$ cat config.mk
export PLATFORM = sky130hd
export DESIGN_NAME = pipe_hazard_dbg_ctrl_flat
export DESIGN_NICKNAME = d
export VERILOG_FILES = /design/src/rtl/pipe_hazard_dbg_ctrl_if.sv /design/src/rtl/pipe_hazard_dbg_ctrl.sv /design/src/flat_wrapper.sv
export SDC_FILE = /design/constraint.sdc
export NUM_CORES = 1
export LEC_CHECK = 0
export BUFFER_PORTS_ARGS = -buffer_cell sky130_fd_sc_hd__buf_4
export CAP_MARGIN = 20
export CORE_AREA = 2 2 39 41
export CTS_CLUSTER_DIAMETER = 40
export DETAILED_ROUTE_END_ITERATION = 12
export DIE_AREA = 0 0 41 43
export GPL_ROUTABILITY_DRIVEN = 0
export GPL_TIMING_DRIVEN = 0
export PLACE_DENSITY = 0.66
export RECOVER_POWER = 50
export SLEW_MARGIN = 20
export SYNTH_ARGS = -nofsm -noshare
export SYNTH_HDL_FRONTEND = slang
export SYNTH_SLANG_ARGS = --single-unit
$ cat constraint.sdc
create_clock -name clk -period 2.75 [get_ports clk]
set_input_delay 0 -clock clk [delete_from_list [all_inputs] [get_ports clk]]
set_output_delay 0 -clock clk [all_outputs]
set_load 0.005 [all_outputs]
$ cat src/rtl/pipe_hazard_dbg_ctrl_if.sv
// Bundle between the pipeline sequencing controller and its neighbours.
// The debug module and hazard detectors use the master side; the controller uses the slave side.
interface pipe_hazard_dbg_ctrl_if;
  logic       halt_req;
  logic       resume_req;
  logic       step_en;
  logic       load_use_hz;
  logic       branch_taken;
  logic       mem_busy;
  logic       stall_if;
  logic       stall_id;
  logic       stall_ex;
  logic       stall_mem;
  logic       flush_id;
  logic       flush_ex;
  logic       halted;
  logic       resume_ack;
  logic [1:0] dbg_state;

  modport master (
    output halt_req, resume_req, step_en, load_use_hz, branch_taken, mem_busy,
    input  stall_if, stall_id, stall_ex, stall_mem, flush_id, flush_ex,
           halted, resume_ack, dbg_state
  );

  modport slave (
    input  halt_req, resume_req, step_en, load_use_hz, branch_taken, mem_busy,
    output stall_if, stall_id, stall_ex, stall_mem, flush_id, flush_ex,
           halted, resume_ack, dbg_state
  );
endinterface

$ cat src/rtl/pipe_hazard_dbg_ctrl.sv
// Five-stage pipeline stall/flush controller with debug halt, drain, resume and single step.
// Define DBG_STEP_EN to build the single-step (STEP) state; otherwise resume always returns to RUN.
module pipe_hazard_dbg_ctrl #(
  parameter int DRAIN_CYCLES = 4
) (
  input logic                   clk,
  input logic                   reset,
  pipe_hazard_dbg_ctrl_if.slave bus
);

  localparam int CW = $clog2(DRAIN_CYCLES + 1);

  typedef enum logic [1:0] {
    RUN    = 2'd0,
    DRAIN  = 2'd1,
    HALTED = 2'd2,
    STEP   = 2'd3
  } state_e;

  state_e        state_q, state_d;
  logic [CW-1:0] cnt_q, cnt_d;
  logic          ack_q, ack_d;

  logic stall_if, stall_id, stall_ex, stall_mem;
  logic flush_id, flush_ex;

  // NOTE: non-blocking assignments for all state so every flop samples pre-edge values.
  always_ff @(posedge clk or posedge reset) begin
    if (reset) begin
      state_q <= RUN;
      cnt_q   <= '0;
      ack_q   <= 1'b0;
    end else begin
      state_q <= state_d;
      cnt_q   <= cnt_d;
      ack_q   <= ack_d;
    end
  end

  always_comb begin
    // NOTE: every output gets a default first, so no path through the case can infer a latch.
    state_d   = state_q;
    cnt_d     = cnt_q;
    ack_d     = 1'b0;
    stall_if  = 1'b0;
    stall_id  = 1'b0;
    stall_ex  = 1'b0;
    stall_mem = 1'b0;
    flush_id  = 1'b0;
    flush_ex  = 1'b0;

    case (state_q)
      RUN: begin
        if (bus.mem_busy) begin
          {stall_if, stall_id, stall_ex, stall_mem} = 4'b1111;
        end else if (bus.branch_taken) begin
          flush_id = 1'b1;
          flush_ex = 1'b1;
        end else if (bus.load_use_hz) begin
          stall_if = 1'b1;
          stall_id = 1'b1;
          flush_ex = 1'b1;
        end
        if (bus.halt_req) begin
          state_d = DRAIN;
          cnt_d   = CW'(DRAIN_CYCLES);
        end
      end

      DRAIN: begin
        // Fetch frozen, bubbles fed into ID; a load-use hazard cannot exist behind a bubble.
        stall_if = 1'b1;
        flush_id = 1'b1;
        flush_ex = bus.branch_taken;
        if (bus.mem_busy) begin
          {stall_if, stall_id, stall_ex, stall_mem} = 4'b1111;
        end else begin
          cnt_d = cnt_q - CW'(1);
          if (cnt_q == CW'(1)) state_d = HALTED;
        end
      end

      HALTED: begin
        {stall_if, stall_id, stall_ex, stall_mem} = 4'b1111;
        if (bus.resume_req) begin
          ack_d = 1'b1;
`ifdef DBG_STEP_EN
          state_d = bus.step_en ? STEP : RUN;
`else
          state_d = RUN;
`endif
        end
      end

`ifdef DBG_STEP_EN
      STEP: begin
        // One fetch cycle, then drain again regardless of halt_req.
        if (bus.mem_busy) begin
          {stall_if, stall_id, stall_ex, stall_mem} = 4'b1111;
        end else begin
          state_d = DRAIN;
          cnt_d   = CW'(DRAIN_CYCLES);
        end
      end
`endif

      default: state_d = RUN;
    endcase
  end

`ifndef DBG_STEP_EN
  logic unused_step_en;
  assign unused_step_en = bus.step_en;
`endif

  assign bus.stall_if   = stall_if;
  assign bus.stall_id   = stall_id;
  assign bus.stall_ex   = stall_ex;
  assign bus.stall_mem  = stall_mem;
  assign bus.flush_id   = flush_id;
  assign bus.flush_ex   = flush_ex;
  assign bus.halted     = (state_q == HALTED);
  assign bus.resume_ack = ack_q;
  assign bus.dbg_state  = state_q;

endmodule

$ cat src/flat_wrapper.sv
// flat-port wrapper written by rule: the top's interface ports become plain ports
module pipe_hazard_dbg_ctrl_flat 
#(
  parameter int DRAIN_CYCLES = 4
)
  (clk, reset, bus_halt_req, bus_resume_req, bus_step_en, bus_load_use_hz, bus_branch_taken, bus_mem_busy, bus_stall_if, bus_stall_id, bus_stall_ex, bus_stall_mem, bus_flush_id, bus_flush_ex, bus_halted, bus_resume_ack, bus_dbg_state);
  pipe_hazard_dbg_ctrl_if bus_i ();
  input logic clk;
  input logic reset;
  input wire logic [$bits(bus_i.halt_req)-1:0] bus_halt_req;
  input wire logic [$bits(bus_i.resume_req)-1:0] bus_resume_req;
  input wire logic [$bits(bus_i.step_en)-1:0] bus_step_en;
  input wire logic [$bits(bus_i.load_use_hz)-1:0] bus_load_use_hz;
  input wire logic [$bits(bus_i.branch_taken)-1:0] bus_branch_taken;
  input wire logic [$bits(bus_i.mem_busy)-1:0] bus_mem_busy;
  output wire logic [$bits(bus_i.stall_if)-1:0] bus_stall_if;
  output wire logic [$bits(bus_i.stall_id)-1:0] bus_stall_id;
  output wire logic [$bits(bus_i.stall_ex)-1:0] bus_stall_ex;
  output wire logic [$bits(bus_i.stall_mem)-1:0] bus_stall_mem;
  output wire logic [$bits(bus_i.flush_id)-1:0] bus_flush_id;
  output wire logic [$bits(bus_i.flush_ex)-1:0] bus_flush_ex;
  output wire logic [$bits(bus_i.halted)-1:0] bus_halted;
  output wire logic [$bits(bus_i.resume_ack)-1:0] bus_resume_ack;
  output wire logic [$bits(bus_i.dbg_state)-1:0] bus_dbg_state;
  assign bus_i.halt_req = bus_halt_req;
  assign bus_i.resume_req = bus_resume_req;
  assign bus_i.step_en = bus_step_en;
  assign bus_i.load_use_hz = bus_load_use_hz;
  assign bus_i.branch_taken = bus_branch_taken;
  assign bus_i.mem_busy = bus_mem_busy;
  assign bus_stall_if = bus_i.stall_if;
  assign bus_stall_id = bus_i.stall_id;
  assign bus_stall_ex = bus_i.stall_ex;
  assign bus_stall_mem = bus_i.stall_mem;
  assign bus_flush_id = bus_i.flush_id;
  assign bus_flush_ex = bus_i.flush_ex;
  assign bus_halted = bus_i.halted;
  assign bus_resume_ack = bus_i.resume_ack;
  assign bus_dbg_state = bus_i.dbg_state;
  pipe_hazard_dbg_ctrl #(.DRAIN_CYCLES(DRAIN_CYCLES)) u_core (.clk(clk), .reset(reset), .bus(bus_i));
endmodule
==> qor.txt <==
Die footprint: 1760 um^2
Core area: 1380 um^2
Cells after Synth: 59
Initial antenna violation count: 0
Number of core rows: 14
Final HPWL DP: 854 um
Global route overflow: 0
Largest net degree at the start of global routing: 10
Clk slew on worst S/H paths: 0.05 ns
Status: finished clean
Fmax: 0.543 GHz
Netlist cell types: 24
VDD IR max: 0.502 mV
Hold Violations, Final: 0
Initial drt markers: 6
DP Worst Slack: 0.896 ns
Layout cell share with drive strength beyond 1: 30.0%
Slew Limit Fails: 0
Clk_lat worst skew: 0.25 ns
DR vias/cell: 5.00
Lkg Pwr: 0.363 nW
Slew at the pin closest to its max-slew limit: 0.308 ns
# port buffers: 16
CTS tree: done
# diodes: 0
Filler cells: 145
CTS Root Cell: clkbuf_4
PwrDens: 1040 nW/um^2
Crit path kind: reg2reg
Internal reg-to-reg setup slack: 0.91 ns
EDFF count, synth: 0
RSZ-0062 raised after global routing: no
Slew HR: 78.9%
Die Wd: 41 um
Mean post-synth cell area: 9.06 um^2
# IOs: 18
Req. time, crit path: 2.87 ns
Dominant synthesized flop cell: dfrtp_1
Clock sinks: 6
Post-route setup slack: 0.907 ns
Remaining antenna violation count: 0
TritonRoute pass-1 iters: 4
Crit-path max FO: 7
Die Height: 43 um
DRT Wirelength: 1.07 mm
GRT Resource Usage Total: 15.8%
CP Capture Type: flip-flop
Resize count post-CTS: 0
Post-Route Setup TNS: 0 ns
Min cycle time layout: 1.84 ns
Syn Nets: 76
WHS: 0.189 ns
Skew final: 0.00734 ns
Commonest non-fill, non-tap cell in the layout: buf_4
Sequential element share of the synthesized area: 28.1%
DR DRC count: 0
WP data arrival: 1.97 ns
Max_cap viols: 0
Wire length of the first global-routing pass: 1.90 mm
Clock Path Buffers: 2
Final setup violation count: 0
Htree depth: 1
Final net count: 99
Syn Std Cell Area: 534 um^2
Via count: 480
Setup bufs post-CTS: 0
Wirelength per Cell: 11.2 um
Most frequent cells in the layout: buf_4, inv_1, ha_1, clkbuf_4, dfrtp_1
Initial Utilization: 38.6%
Synth Register Bits: 6
Startpoint types: flip-flop
Num CTS Buffers: 3
Worst hold path class: in2reg
Vias in the first global route: 476
Async SR Flop Fraction: 100%
# hold bufs at CTS: 2
Area growth, synth to finish: 34.2%
Tcrit/Tclk final: 67.0%
Yosys warning total: 0
-- where the power goes --
part	internal, mW	switching, mW	leakage (nW)
Clock	0.0494	0.0324	0.0138
Sequential	0.125	0.0361	0.0742
Combinational	0.263	0.240	0.275
Total	0.438	0.309	0.363
-- worst paths after layout --
kind | start | end | cells past startpoint
max | u_core.bus.dbg_state[0] | u_core.bus.dbg_state[0] | 5
min | bus_halt_req | u_core.cnt_q[1] | 4
max reg2reg | u_core.bus.dbg_state[0] | u_core.bus.dbg_state[0] | 5
min reg2reg | u_core.cnt_q[1] | u_core.cnt_q[1] | 2
max in group asynchronous | reset | u_core.bus.dbg_state[0] | 3
min in group asynchronous | reset | u_core.cnt_q[1] | 3
-- registers in the layout (all words and copies together) (netlist names) --
signal / cells
u_core.bus.dbg_state: 2
u_core.bus.resume_ack: 1
u_core.cnt_q: 3
-- worst max-delay path, cell delays in order, from the launching register on --
cell	delay (ns)
dfrtp_1	0.46
inv_1	0.13
ha_1	0.24
nor2b_1	0.17
a2111oi_2	0.37
mux2_1	0.36
-- synth_stat cells (all sizes together) (2+ instances only) --
master | instances | share of area [%]
mux2i | 2 | 3.7
dfrtp | 6 | 28
inv | 9 | 6.3
nor2b | 4 | 4.7
ha | 9 | 21
a21oi | 5 | 4.7
and2 | 2 | 2.8
o21ai | 5 | 4.7
nor2 | 2 | 1.4
nand2b | 2 | 2.3
buf | 2 | 3.5
-- logic make-up (layout without fill, tap and decap cells) --
family                     after synthesis  after routing  share of synthesized area [%]
adders and majority gates                9              9                           21.1
DFF                                      6              6                           28.1
muxes                                    3              3                           5.85
AOI/OAI and AO/OA                       14             14                           16.9
and+or+nand+nor                         16             16                           18.3
buffers and inverters                   11             32                           9.84
-- layout make-up --
class	count	area [um^2]	area share, %
inverters	9	33.8	4.71
clock buffers	3	22.5	3.14
well taps	16	20.0	2.79
plain buffers	2	18.8	2.62
flip-flops and latches	6	150	20.9
multi-input cells	42	332	46.2
repair buffers	18	140	19.5
-- routing by layer --
metal | GRT usage (%) | vias to the layer above | part of all wire (%)
met4 | 4.00 | 0 | 0.75
met1 | 18.2 | 223 | 42
li1 | - | 243 | -
met2 | 25.6 | 12 | 51
met5 | 0 | - | 0
met3 | 6.81 | 2 | 6.3
-- through the flow --
step / instance area [um^2] / instances / total power, mW / util (%)
final: 717 / 96 / 0.747 / 51.8
after global routing: 717 / 96 / 0.827 / 51.8
after CTS: 717 / 96 / 0.760 / 51.8
after detailed placement: 674 / 91 / 0.671 / 48.7
after global placement: 674 / 91 / 0.657 / 48.7
after floorplan: 534 / 59 / 0.483 / -
Note: power is estimated with default switching activity, not from simulation.
